[config.mk]
export PLATFORM = sky130hd
export DESIGN_NAME = butterfly_result_serializer_flat
export DESIGN_NICKNAME = d
export VERILOG_FILES = /design/src/rtl/butterfly_result_serializer_pkg.sv /design/src/rtl/butterfly_result_serializer_if.sv /design/src/rtl/butterfly_result_serializer.sv /design/src/flat_wrapper.sv
export SDC_FILE = /design/constraint.sdc
export NUM_CORES = 1
export LEC_CHECK = 0
export CORE_UTILIZATION = 55
export DETAILED_ROUTE_END_ITERATION = 10
export PLACE_DENSITY_LB_ADDON = 0.15
export SLEW_MARGIN = 20
export SYNTH_ARGS = -nofsm -noshare
export SYNTH_HDL_FRONTEND = slang
export SYNTH_SLANG_ARGS = --single-unit
[constraint.sdc]
create_clock -name clk -period 11.9 [get_ports clk]
set_input_delay 2.38 -clock clk [delete_from_list [all_inputs] [get_ports clk]]
set_output_delay 2.38 -clock clk [all_outputs]
set_load 0.02 [all_outputs]
[src/rtl/butterfly_result_serializer_pkg.sv]
// Shared definitions for the butterfly harness serializers: FSM states,
// result-word ordering and the word-index width helper.
package butterfly_result_serializer_pkg;

  typedef enum logic {
    ST_IDLE = 1'b0,
    ST_SEND = 1'b1
  } state_e;

  // Word positions inside a packed result message, word 0 sent first.
  localparam int WORD_CR = 0;
  localparam int WORD_CC = 1;
  localparam int WORD_DR = 2;
  localparam int WORD_DC = 3;
  localparam int RESULT_WORDS = 4;

  // Index width for a frame of 'words' entries; never narrower than 1 bit.
  function automatic int idx_width(input int words);
    int w;
    w = 1;
    while ((32'sd1 << w) < words) begin
      w = w + 1;
    end
    return w;
  endfunction

endpackage

[src/rtl/butterfly_result_serializer_if.sv]
// Wide-message receive channel plus narrow-word send channel.
interface butterfly_result_serializer_if
  import butterfly_result_serializer_pkg::*;
#(
  parameter int n = 32,
  parameter int m = RESULT_WORDS
) ();

  logic             recv_val;
  logic             recv_rdy;
  logic [m*n-1:0]   recv_msg;
  logic             send_val;
  logic             send_rdy;
  logic [n-1:0]     send_msg;
  logic             send_last;

  // Environment side: offers wide messages, consumes words.
  modport master (
    output recv_val,
    output recv_msg,
    input  recv_rdy,
    input  send_val,
    input  send_msg,
    input  send_last,
    output send_rdy
  );

  // Serializer side.
  modport slave (
    input  recv_val,
    input  recv_msg,
    output recv_rdy,
    output send_val,
    output send_msg,
    output send_last,
    input  send_rdy
  );

endinterface

[src/rtl/butterfly_result_serializer.sv]
// Splits one packed m-word result message into an n-bit word stream, MS word
// first, with a last-word flag and zero-bubble hand-over between frames.
module butterfly_result_serializer
  import butterfly_result_serializer_pkg::*;
#(
  parameter int n = 32,
  parameter int m = RESULT_WORDS
) (
  input  logic                          clk,
  input  logic                          reset,
  butterfly_result_serializer_if.slave  bus
);

  localparam int            IW       = idx_width(m);
  localparam logic [IW-1:0] LAST_IDX = IW'(m - 1);

  state_e          state_q, state_d;
  logic [IW-1:0]   idx_q, idx_d;
  logic [m*n-1:0]  buf_q, buf_d;
  logic [n-1:0]    words_s [m];
  logic            send_val_s;
  logic            send_last_s;
  logic            send_fire_s;
  logic            last_s;
  logic            recv_rdy_s;
  logic            recv_fire_s;

  // View the holding register as an array with word 0 at the top slice.
  always_comb begin
    for (int k = 0; k < m; k++) begin
      words_s[k] = buf_q[(m - 1 - k) * n +: n];
    end
  end

  // Handshake decode; recv_rdy is the only path fed by an input (send_rdy).
  always_comb begin
    send_val_s  = (state_q == ST_SEND);
    last_s      = (idx_q == LAST_IDX);
    send_last_s = send_val_s && last_s;
    send_fire_s = send_val_s && bus.send_rdy;
    recv_rdy_s  = (state_q == ST_IDLE) || (send_fire_s && last_s);
    recv_fire_s = bus.recv_val && recv_rdy_s;
  end

  assign bus.send_val  = send_val_s;
  assign bus.send_last = send_last_s;
  assign bus.send_msg  = words_s[idx_q];
  assign bus.recv_rdy  = recv_rdy_s;

  // Next-state: load on accept, advance on each sent word, reload on the last.
  always_comb begin
    state_d = state_q;
    idx_d   = idx_q;
    buf_d   = buf_q;
    case (state_q)
      ST_IDLE: begin
        if (recv_fire_s) begin
          buf_d   = bus.recv_msg;
          idx_d   = {IW{1'b0}};
          state_d = ST_SEND;
        end else begin
          state_d = ST_IDLE;
        end
      end
      ST_SEND: begin
        if (send_fire_s) begin
          if (!last_s) begin
            idx_d = idx_q + IW'(1);
          end else if (recv_fire_s) begin
            buf_d   = bus.recv_msg;
            idx_d   = {IW{1'b0}};
            state_d = ST_SEND;
          end else begin
            idx_d   = {IW{1'b0}};
            state_d = ST_IDLE;
          end
        end else begin
          state_d = ST_SEND;
        end
      end
      default: begin
        state_d = ST_IDLE;
        idx_d   = {IW{1'b0}};
      end
    endcase
  end

  // State, index and holding register.
  always_ff @(posedge clk or posedge reset) begin
    if (reset) begin
      state_q <= ST_IDLE;
      idx_q   <= {IW{1'b0}};
      buf_q   <= {(m * n){1'b0}};
    end else begin
      state_q <= state_d;
      idx_q   <= idx_d;
      buf_q   <= buf_d;
    end
  end

endmodule

[src/flat_wrapper.sv]
// flat-port wrapper written by rule: the top's interface ports become plain ports
module butterfly_result_serializer_flat import butterfly_result_serializer_pkg::*;
#(
  parameter int n = 32,
  parameter int m = RESULT_WORDS
)
  (clk, reset, bus_recv_val, bus_recv_msg, bus_recv_rdy, bus_send_val, bus_send_msg, bus_send_last, bus_send_rdy);
  butterfly_result_serializer_if #(.n(n), .m(m)) bus_i ();
  input  logic clk;
  input  logic reset;
  input wire logic [$bits(bus_i.recv_val)-1:0] bus_recv_val;
  input wire logic [$bits(bus_i.recv_msg)-1:0] bus_recv_msg;
  output wire logic [$bits(bus_i.recv_rdy)-1:0] bus_recv_rdy;
  output wire logic [$bits(bus_i.send_val)-1:0] bus_send_val;
  output wire logic [$bits(bus_i.send_msg)-1:0] bus_send_msg;
  output wire logic [$bits(bus_i.send_last)-1:0] bus_send_last;
  input wire logic [$bits(bus_i.send_rdy)-1:0] bus_send_rdy;
  assign bus_i.recv_val = bus_recv_val;
  assign bus_i.recv_msg = bus_recv_msg;
  assign bus_recv_rdy = bus_i.recv_rdy;
  assign bus_send_val = bus_i.send_val;
  assign bus_send_msg = bus_i.send_msg;
  assign bus_send_last = bus_i.send_last;
  assign bus_i.send_rdy = bus_send_rdy;
  butterfly_result_serializer #(.n(n), .m(m)) u_core (.clk(clk), .reset(reset), .bus(bus_i));
endmodule
==> results.sh <==
export IMPL_ys_ff_latch=131
export IMPL_antenna_left=0
export IMPL_core_area_sq_um=12600
export IMPL_portBuffers=166
export IMPL_cts_sinks=131
export IMPL_clockRootBuffer="clkbuf_16"
export IMPL_wl_per_cell_microns=17.8
export IMPL_hold_class="reg2reg"
export IMPL_hpwl_microns=10400
export IMPL_slew_viol_final=0
export IMPL_synth_edf_count=0
export IMPL_path_delay_family="buffers and inverters"
export IMPL_dieArea_sq_um=13400
export IMPL_arrival_ns=3.71
export IMPL_drive_gt1_frac=0.188
export IMPL_finalNonFillerCells=939
export IMPL_gp_congestion=0.768
export IMPL_min_delay_start="u_core.buf_q[68]$_DFFE_PP0P_"
export IMPL_syn_num_nets=758
export IMPL_synth_cell_area_sq_um=7100
export IMPL_ios=167
export IMPL_synth_cell_types=22
export IMPL_fp_dieH_microns=116
export IMPL_relSlewSlack=0.316
export IMPL_antenna_cells=0
export IMPL_placedCellCount=907
export IMPL_via_count=5369
export IMPL_critical_path_most_common_cell="clkdlybuf4s50_1"
export IMPL_drt_pre_antenna_iters=5
export IMPL_cts_clk_slew_worst_paths_ns=0.06
export IMPL_syn_instance_count=625
export IMPL_setup_violations=0
export IMPL_grt_pass1_vias=5277
export IMPL_finalHoldViolations=0
export IMPL_cts_buffer_depth=2
export IMPL_cp_startpoint="bus_send_rdy"
export IMPL_drv_cap=0
export IMPL_ir_drop_mv=0.133
export IMPL_status="finished, final reports clean"
export IMPL_antenna_found_initial=0
export IMPL_start_util=0.563
export IMPL_finClkSkew_ns=0.00490
export IMPL_clk_latency_ns=0.41
export IMPL_fin_tns_setup_ns=0
export IMPL_rsz0062_at_grt="false"
export IMPL_grt_usage=0.263
export IMPL_grt_overflow=0
export IMPL_cts_setup_buffers=0
export IMPL_worstMarginPinSlew_ns=1.03
export IMPL_syn2layout_area_growth_pct=30.3
export IMPL_grt_pass1_wl_microns=26700
export IMPL_power_density_nw_per_um2=273
export IMPL_start_kind="primary input"
export IMPL_cp_slowest_cell="clkdlybuf4s50_1"
export IMPL_path_buf_inv=3
export IMPL_cts_resized=0
export IMPL_critPathRequiredTime_ns=9.52
export IMPL_numCtsBuffers=17
export IMPL_fin_util=0.733
export IMPL_crit_path_end_kind="output pin"
export IMPL_timing_rr_start="u_core.idx_q[0]$_DFFE_PP0P_"
export IMPL_async_reset_ff_frac=1.00
export IMPL_ys_flop_type="dfrtp_1"
export IMPL_period_minus_slack_ns=6.09
export IMPL_path_max_fanout=5
export IMPL_crit_chain="clkdlybuf4s50_1 > a21boi_4 > inv_2 > clkdlybuf4s50_1"
export IMPL_vias_per_cell=5.72
export IMPL_hold_buffers=0
export IMPL_critPathKind="in2out"
export IMPL_drtIter0Drc=450
export IMPL_grt_max_degree=89
export IMPL_setup_slack_ns=5.81
export IMPL_place_ws_ns=5.82
export IMPL_seq_area_frac_synth=0.462
export IMPL_cts_tree="yes"
export IMPL_nFillCells=899
export IMPL_row_count=41
export IMPL_yosysWarnings=0
export IMPL_post_route_period_util=0.511
export IMPL_holdWs_ns=0.541
export IMPL_cts_htree_levels=4
export IMPL_die_x_microns=116
export IMPL_wl_microns=16700
export IMPL_avgSynthCellArea_sq_um=11.4
export IMPL_max_freq_mhz=164
export IMPL_power_leakage_nw=4.01
export IMPL_nets=887
export IMPL_remaining_drc_errors=0
export IMPL_slowest_delay_ns=0.59
-- area by class of cell --
type                            count  area [sq um]  area share
Multi-Input combinational cell    300          2910       0.314
Clock inverter                     13           183      0.0197
Clock buffer                       19           453      0.0490
Tap cell                          172           215      0.0233
Inverter                          130           490      0.0530
Sequential cell                   131          3280       0.355
Timing Repair Buffer              174          1720       0.186
-- worst reg2reg max path, cell delays in order (launching register included) --
cell and delay, ns:
dfrtp_2 0.58, buf_4 0.37, ha_1 0.34, a21boi_4 0.16
buf_4 0.67, buf_4 0.85, o32ai_1 0.24
-- where the power goes --
group / internal, mW / switching (mW) / total, mW / leakage (nW)
combinational: 0.651 / 0.501 / 1.15 / 2.11
sequential: 0.666 / 0.154 / 0.819 / 1.60
clock: 0.361 / 0.193 / 0.554 / 0.301
-- final timing paths --
kind | end | slack (ns) | cells past startpoint
hold / removal | u_core.buf_q[68]$_DFFE_PP0P_ | 0.54 | 2
max in group asynchronous | u_core.buf_q[24]$_DFFE_PP0P_ | 8.04 | 3
setup / recovery | bus_recv_rdy | 5.81 | 4
setup reg to reg | u_core.buf_q[8]$_DFFE_PP0P_ | 8.51 | 6
min in group asynchronous | u_core.buf_q[103]$_DFFE_PP0P_ | 2.48 | 2
hold reg to reg | u_core.buf_q[68]$_DFFE_PP0P_ | 0.54 | 2
-- through the flow --
step	power (mW)	area (sq um)
floorplan	1.62	7100
global placement	1.94	8610
detailed placement	1.98	8610
CTS	2.54	9250
global route	2.66	9250
finish	2.53	9250
-- synth_stat cells, types with 9 or more instances --
cell / count / area share
buf_2: 24 / 0.017
buf_4: 16 / 0.017
buf_6: 15 / 0.024
clkbuf_1: 9 / 0.0048
dfrtp_1: 131 / 0.46
inv_1: 129 / 0.068
mux4_2: 32 / 0.10
nand2_1: 129 / 0.068
o32ai_1: 65 / 0.080
o32ai_2: 63 / 0.14
-- layer usage --
metal,part of all wire,up-vias,GRT usage
met5,0,-,0
met4,0.013,0,0.0846
met3,0.054,19,0.0513
met2,0.50,195,0.421
met1,0.43,2694,0.363
li1,-,2461,-
-- logic make-up after synthesis --
group	Yosys count	share of synthesized area
mux	32	0.101
compound gates	131	0.229
flops	131	0.462
fa+ha+maj	1	0.00176
buf+inv	194	0.131
simple gates	136	0.0756
-- state kept, by name, summed over array words and instances, names as in the netlist --
signal	flops
u_core.buf_q	128
u_core.idx_q	2
u_core.bus.send_val	1
-- cell usage in the layout (no fill, tap or decap), types with 2 or more instances in the layout --
cell	instances
clkinv_2	3
clkinvlp_4	4
clkinv_4	2
clkbuf_16	17
o32ai_2	63
buf_4	8
clkbuf_8	2
clkdlybuf4s50_1	165
dfrtp_2	2
bufinv_16	4
dfrtp_1	129
inv_1	128
mux4_2	32
o32ai_1	65
nand2_1	129
Note: power is estimated with default switching activity, not from simulation.
